### config.mk
export PLATFORM = sky130hd
export DESIGN_NAME = hamming_counter_scrub
export DESIGN_NICKNAME = d
export VERILOG_FILES = /design/src/rtl/hamming_counter_scrub.sv
export SDC_FILE = /design/constraint.sdc
export NUM_CORES = 2
export LEC_CHECK = 0
export BUFFER_PORTS_ARGS = -buffer_cell sky130_fd_sc_hd__buf_2
export CAP_MARGIN = 10
export CORE_MARGIN = 3
export CORE_UTILIZATION = 40
export DETAILED_ROUTE_END_ITERATION = 16
export PLACE_DENSITY = 0.63
export SYNTH_ARGS = -nofsm -noshare
export SYNTH_HDL_FRONTEND = slang
export SYNTH_SLANG_ARGS = --single-unit
### constraint.sdc
create_clock -name clk -period 26.2 [get_ports clk]
set_clock_uncertainty 0.1 [all_clocks]
set_input_delay 2.62 -clock clk [delete_from_list [all_inputs] [get_ports clk]]
set_output_delay 2.62 -clock clk [all_outputs]
set_load 0.01 [all_outputs]
### src/rtl/hamming_counter_scrub.sv
// Free-running up-counter protected by per-nibble Hamming(7,4) SEC parity,
// with load, idle-time scrubbing (check + in-place correction) and fault injection.
module hamming_counter_scrub #(
  parameter int WIDTH          = 128,
  parameter int SCRUB_INTERVAL = 16,
  parameter int ERRCNT_W       = 8,
  localparam int BLOCKS        = WIDTH / 4,
  localparam int PAR_BITS      = 3 * BLOCKS
) (
  input  logic                clk,
  input  logic                rst,
  input  logic                enable,
  input  logic                load,
  input  logic [WIDTH-1:0]    load_value,
  input  logic                scrub_req,
  input  logic                inject_en,
  input  logic [WIDTH-1:0]    inject_data,
  input  logic [PAR_BITS-1:0] inject_par,
  output logic [WIDTH-1:0]    counter,
  output logic [PAR_BITS-1:0] parity,
  output logic                busy,
  output logic                err_corrected,
  output logic [BLOCKS-1:0]   err_block_mask,
  output logic [ERRCNT_W-1:0] err_count
);

  localparam int TMR_W = (SCRUB_INTERVAL > 2) ? $clog2(SCRUB_INTERVAL) : 1;
  localparam logic [TMR_W-1:0] TMR_LAST = TMR_W'(SCRUB_INTERVAL - 1);

  typedef enum logic [2:0] {
    S_IDLE, S_COUNT, S_ENCODE, S_CHECK, S_CORRECT
  } state_t;

  state_t              r_state, w_state_nxt;
  logic [WIDTH-1:0]    r_counter, w_counter_nxt;
  logic [PAR_BITS-1:0] r_parity, w_parity_nxt;
  logic [PAR_BITS-1:0] r_syn, w_syn_nxt, w_syn_calc;
  logic [TMR_W-1:0]    r_timer, w_timer_nxt;
  logic [BLOCKS-1:0]   r_mask, w_mask_nxt;
  logic [ERRCNT_W-1:0] r_errcnt, w_errcnt_nxt;
  logic                r_errpulse, w_errpulse_nxt;

  function automatic logic [PAR_BITS-1:0] f_encode(input logic [WIDTH-1:0] d);
    logic [PAR_BITS-1:0] p;
    p = '0;
    for (int i = 0; i < BLOCKS; i++) begin
      p[3*i+2] = d[4*i] ^ d[4*i+2] ^ d[4*i+3];
      p[3*i+1] = d[4*i] ^ d[4*i+1] ^ d[4*i+3];
      p[3*i+0] = d[4*i] ^ d[4*i+1] ^ d[4*i+2];
    end
    return p;
  endfunction

  assign w_syn_calc = r_parity ^ f_encode(r_counter);

  always_comb begin
    // NOTE: every variable gets a default first so no path can infer a latch.
    w_state_nxt    = r_state;
    w_counter_nxt  = r_counter;
    w_parity_nxt   = r_parity;
    w_syn_nxt      = r_syn;
    w_timer_nxt    = '0;
    w_mask_nxt     = r_mask;
    w_errcnt_nxt   = r_errcnt;
    w_errpulse_nxt = 1'b0;
    unique case (r_state)
      S_IDLE: begin
        w_timer_nxt = r_timer;
        if (load) begin
          w_counter_nxt = load_value;
          w_state_nxt   = S_ENCODE;
          w_timer_nxt   = '0;
        end else if (enable) begin
          w_counter_nxt = r_counter + WIDTH'(1);
          w_state_nxt   = S_COUNT;
          w_timer_nxt   = '0;
        end else if (inject_en) begin
          // Faults land directly in the stored state; parity is deliberately not refreshed.
          w_counter_nxt = r_counter ^ inject_data;
          w_parity_nxt  = r_parity ^ inject_par;
        end else if (scrub_req || (r_timer == TMR_LAST)) begin
          w_state_nxt = S_CHECK;
          w_timer_nxt = '0;
        end else begin
          w_timer_nxt = r_timer + TMR_W'(1);
        end
      end
      S_COUNT: begin
        if (load) begin
          w_counter_nxt = load_value;
          w_state_nxt   = S_ENCODE;
        end else if (enable) begin
          w_counter_nxt = r_counter + WIDTH'(1);
        end else begin
          w_state_nxt = S_ENCODE;
        end
      end
      S_ENCODE: begin
        w_parity_nxt = f_encode(r_counter);
        w_state_nxt  = S_IDLE;
      end
      S_CHECK: begin
        w_syn_nxt   = w_syn_calc;
        w_state_nxt = (|w_syn_calc) ? S_CORRECT : S_IDLE;
      end
      S_CORRECT: begin
        for (int i = 0; i < BLOCKS; i++) begin
          unique case (r_syn[3*i +: 3])
            3'b111:  w_counter_nxt[4*i+0] = ~r_counter[4*i+0];
            3'b011:  w_counter_nxt[4*i+1] = ~r_counter[4*i+1];
            3'b101:  w_counter_nxt[4*i+2] = ~r_counter[4*i+2];
            3'b110:  w_counter_nxt[4*i+3] = ~r_counter[4*i+3];
            3'b001:  w_parity_nxt[3*i+0]  = ~r_parity[3*i+0];
            3'b010:  w_parity_nxt[3*i+1]  = ~r_parity[3*i+1];
            3'b100:  w_parity_nxt[3*i+2]  = ~r_parity[3*i+2];
            default: ;
          endcase
          w_mask_nxt[i] = |r_syn[3*i +: 3];
        end
        if (r_errcnt != '1) w_errcnt_nxt = r_errcnt + ERRCNT_W'(1);
        w_errpulse_nxt = 1'b1;
        w_state_nxt    = S_IDLE;
      end
      default: w_state_nxt = S_IDLE;
    endcase
  end

  // NOTE: sequential state uses non-blocking assignments so all registers update together.
  always_ff @(posedge clk or posedge rst) begin
    if (rst) begin
      r_state    <= S_IDLE;
      r_counter  <= '0;
      r_parity   <= '0;
      r_syn      <= '0;
      r_timer    <= '0;
      r_mask     <= '0;
      r_errcnt   <= '0;
      r_errpulse <= 1'b0;
    end else begin
      r_state    <= w_state_nxt;
      r_counter  <= w_counter_nxt;
      r_parity   <= w_parity_nxt;
      r_syn      <= w_syn_nxt;
      r_timer    <= w_timer_nxt;
      r_mask     <= w_mask_nxt;
      r_errcnt   <= w_errcnt_nxt;
      r_errpulse <= w_errpulse_nxt;
    end
  end

  assign counter        = r_counter;
  assign parity         = r_parity;
  assign busy           = (r_state == S_ENCODE) || (r_state == S_CHECK) || (r_state == S_CORRECT);
  assign err_corrected  = r_errpulse;
  assign err_block_mask = r_mask;
  assign err_count      = r_errcnt;

endmodule

==> impl_metrics.toml <==
[clocking]
htreeDepth = 2
cts_sinks = 368
cts_setup_buffers = 0
clk_pin_slew_ns = 0.06
ctsResizeCount = 0
hold_buffers = 0
cts_made_buffers = 48
cts_tree = "done"
clkLatencyLatePin_ns = 0.64
clk_path_buf_depth = 3
cts_root_buf = "clkbuf_16"

[worst_setup_path]
cp_cell_sequence = "or3b_4 > buf_4 > nand2_1 > buf_2"
slowest_stage = "dfrtp_1"
rr_worst_depth = 7
start_kind = "flip-flop"
end_kind = "output port"
r2r_start = "r_state[1]"
rr_endpoint = "parity[2]"
cp_data_arrival_time_ns = 3.25
rrSetupSlack_ns = 21.02
crit_path_max_fanout = 56
cp.required_ns = 23.48
critical_path_class = "reg -> out"
cp_slowest_stage_delay_ns = 0.78

[timing]
finalSetupViolCount = 0
relSlewSlack_pct = 6.55
setup_tns_ns = 0
timing.final.crit_share_pct = 22.8
hold_viol = 0
finalWorstPathRequiredPeriod_ns = 5.97
max_freq_mhz = 167
tightest_slew_ns = 1.40
grt_setup_unrepaired = "false"
drv_slew = 0

[drt]
drt_first_pass_iters = 6
drt_wl_total_um = 181000
drc = 0
first_iter_violations = 5592
ant_nets = 0
via_per_inst = 6.78
wl_per_cell_um = 32.8
vias = 37400

[die]
die_x_um = 285
die_y_um = 285
start_util_pct = 40.7
placementRows = 101
dieArea_sq_um = 81300
num_io_pins = 624
coreArea_sq_um = 76600

[logic_synthesis]
synth_ff_type = "dfrtp_1"
async_flop_share_pct = 100
synth_cell_types = 95
synth-edff-count = 0
syn_area_sq_um = 31200
syn_inst = 4105
yosysSeqAreaShare_pct = 29.6
synth_nets = 4497
yosys_warnings = 0
avgSynthCellArea_sq_um = 7.59
ys_ff_latch = 368

[pwr]
leakage_nw = 15.1
ir_worst_vdd_uv = 90.5
power_density_nw_per_um2 = 140

[finish]
ff_latch_area_sq_um = 9210
nets = 4831
layout-drive-gt1-share_pct = 19.3
layout_common_cells = "buf_2, o21ai_0, a21oi_1, nand2_1, dfrtp_1"
area_delta_synth_final_pct = 15.8
final_util_pct = 47.1
multi_input_area_sq_um = 20100
final_common_cell = "buf_2"
fill_cells = 7967

[global_routing]
grt_pass1_vias = 34000
antenna_found_initial = 26
grt-ovfl-total = 0
grt_start_max_net_pins = 143
grt_pass1_wl_um = 250000
grt.total_usage_pct = 42.2

[placement]
gp_congestion = 1.03
hpwl_um = 134000
io_buffers = 623

[min_path]
whs_path_depth = 2
hp-class = "reg -> reg"
hp-start = "err_block_mask[25]"
min_to = "err_block_mask[25]"

[flow_run]
max-cap-violations = 0

[run_status]
status = "finished clean"
[state kept, by name, summed over array words and instances (netlist names)]
name and count:
err_corrected 1, err_block_mask 32, parity 96, r_syn 96
err_count 8, counter 128, r_timer 4, r_state 3
[critical path, delay by kind of cell (launching register included)]
kind / cells / cell delay [ns]
simple gates: 2 / 0.86
flops: 1 / 0.78
buf+inv: 2 / 0.96
[how the worst max path moves through the flow]
stage	start	slack, ns	to
2_1_floorplan	rst	13.26	counter[0]
3_3_place_gp	load	20.01	parity[73]
3_5_place_dp	load	19.92	parity[75]
4_1_cts	r_state[1]	20.23	busy
5_1_grt	r_state[1]	20.13	busy
6_report	r_state[1]	20.23	busy
[power by group]
group | leakage (nW) | switching [W] | total (W) | internal (W)
combinational | 9.87 | 0.00186 | 0.00285 | 0.000987
clock | 0.763 | 0.000300 | 0.000687 | 0.000387
sequential | 4.51 | 0.000711 | 0.00153 | 0.000824
[cell families (layout without fill, tap and decap cells)]
logic type	count (synthesis)	count (layout)	synth area share, %
AND/OR/NAND/NOR	1385	1385	23.0
XOR/XNOR	327	327	9.19
flip-flops	368	368	29.6
buffers and inverters	467	835	6.17
multiplexers	52	52	1.70
AO/OA/AOI/OAI	1472	1472	29.0
other	0	12	0
adder cells (fa/ha/maj)	34	34	1.37
[synthesized netlist by cell type, types with 43 or more instances]
master | n | area [sq um]
inv_1 | 65 | 244
buf_2 | 53 | 265
a31oi_1 | 74 | 463
dfrtp_1 | 368 | 9210
a22o_1 | 111 | 972
nor3_1 | 100 | 500
nor4_1 | 46 | 288
xnor2_1 | 150 | 1310
nor2_1 | 269 | 1010
o22ai_1 | 120 | 751
and3_1 | 43 | 269
nand2_1 | 417 | 1570
nand4_1 | 92 | 576
nand3b_1 | 67 | 503
a21oi_1 | 428 | 2140
nand3_1 | 145 | 726
xor2_1 | 177 | 1550
clkbuf_1 | 278 | 1040
o21ai_0 | 434 | 2170
mux2i_1 | 45 | 450
[area by class of cell]
type | count | share of cell area [%]
Timing Repair Buffer | 684 | 9.97
Clock inverter | 12 | 0.454
Inverter | 67 | 0.739
Sequential cell | 368 | 25.5
Clock buffer | 72 | 3.86
Antenna cell | 12 | 0.0833
Tap cell | 1030 | 3.57
Multi-Input combinational cell | 3270 | 55.8
[metal layers]
| metal | routed length [um] | part of all wire [%] | GRT usage, % |
|---|---|---|---|
| met1 | 63800 | 35 | 51.5 |
| met2 | 77800 | 43 | 64.4 |
| met3 | 23100 | 13 | 11.9 |
| met4 | 15800 | 8.8 | 29.0 |
| met5 | 123 | 0.068 | 0 |
[stage by stage]
| step | total power (W) | cells | instance area, sq um | hold slack [ns] | setup slack, ns |
|---|---|---|---|---|---|
| final | 0.00507 | 5515 | 36100 | 0.374 | 20.23 |
| after global routing | 0.00524 | 5512 | 36100 | 0.401 | 20.13 |
| after CTS | 0.00494 | 5503 | 36000 | 0.379 | 20.23 |
| after detailed placement | 0.00424 | 5419 | 34500 | 0.365 | 19.92 |
| after global placement | 0.00422 | 5419 | 34500 | 0.360 | 20.01 |
| after floorplan | 0.00295 | 4105 | 31200 | 0.347 | 13.26 |
Note: power is estimated with default switching activity, not from simulation.
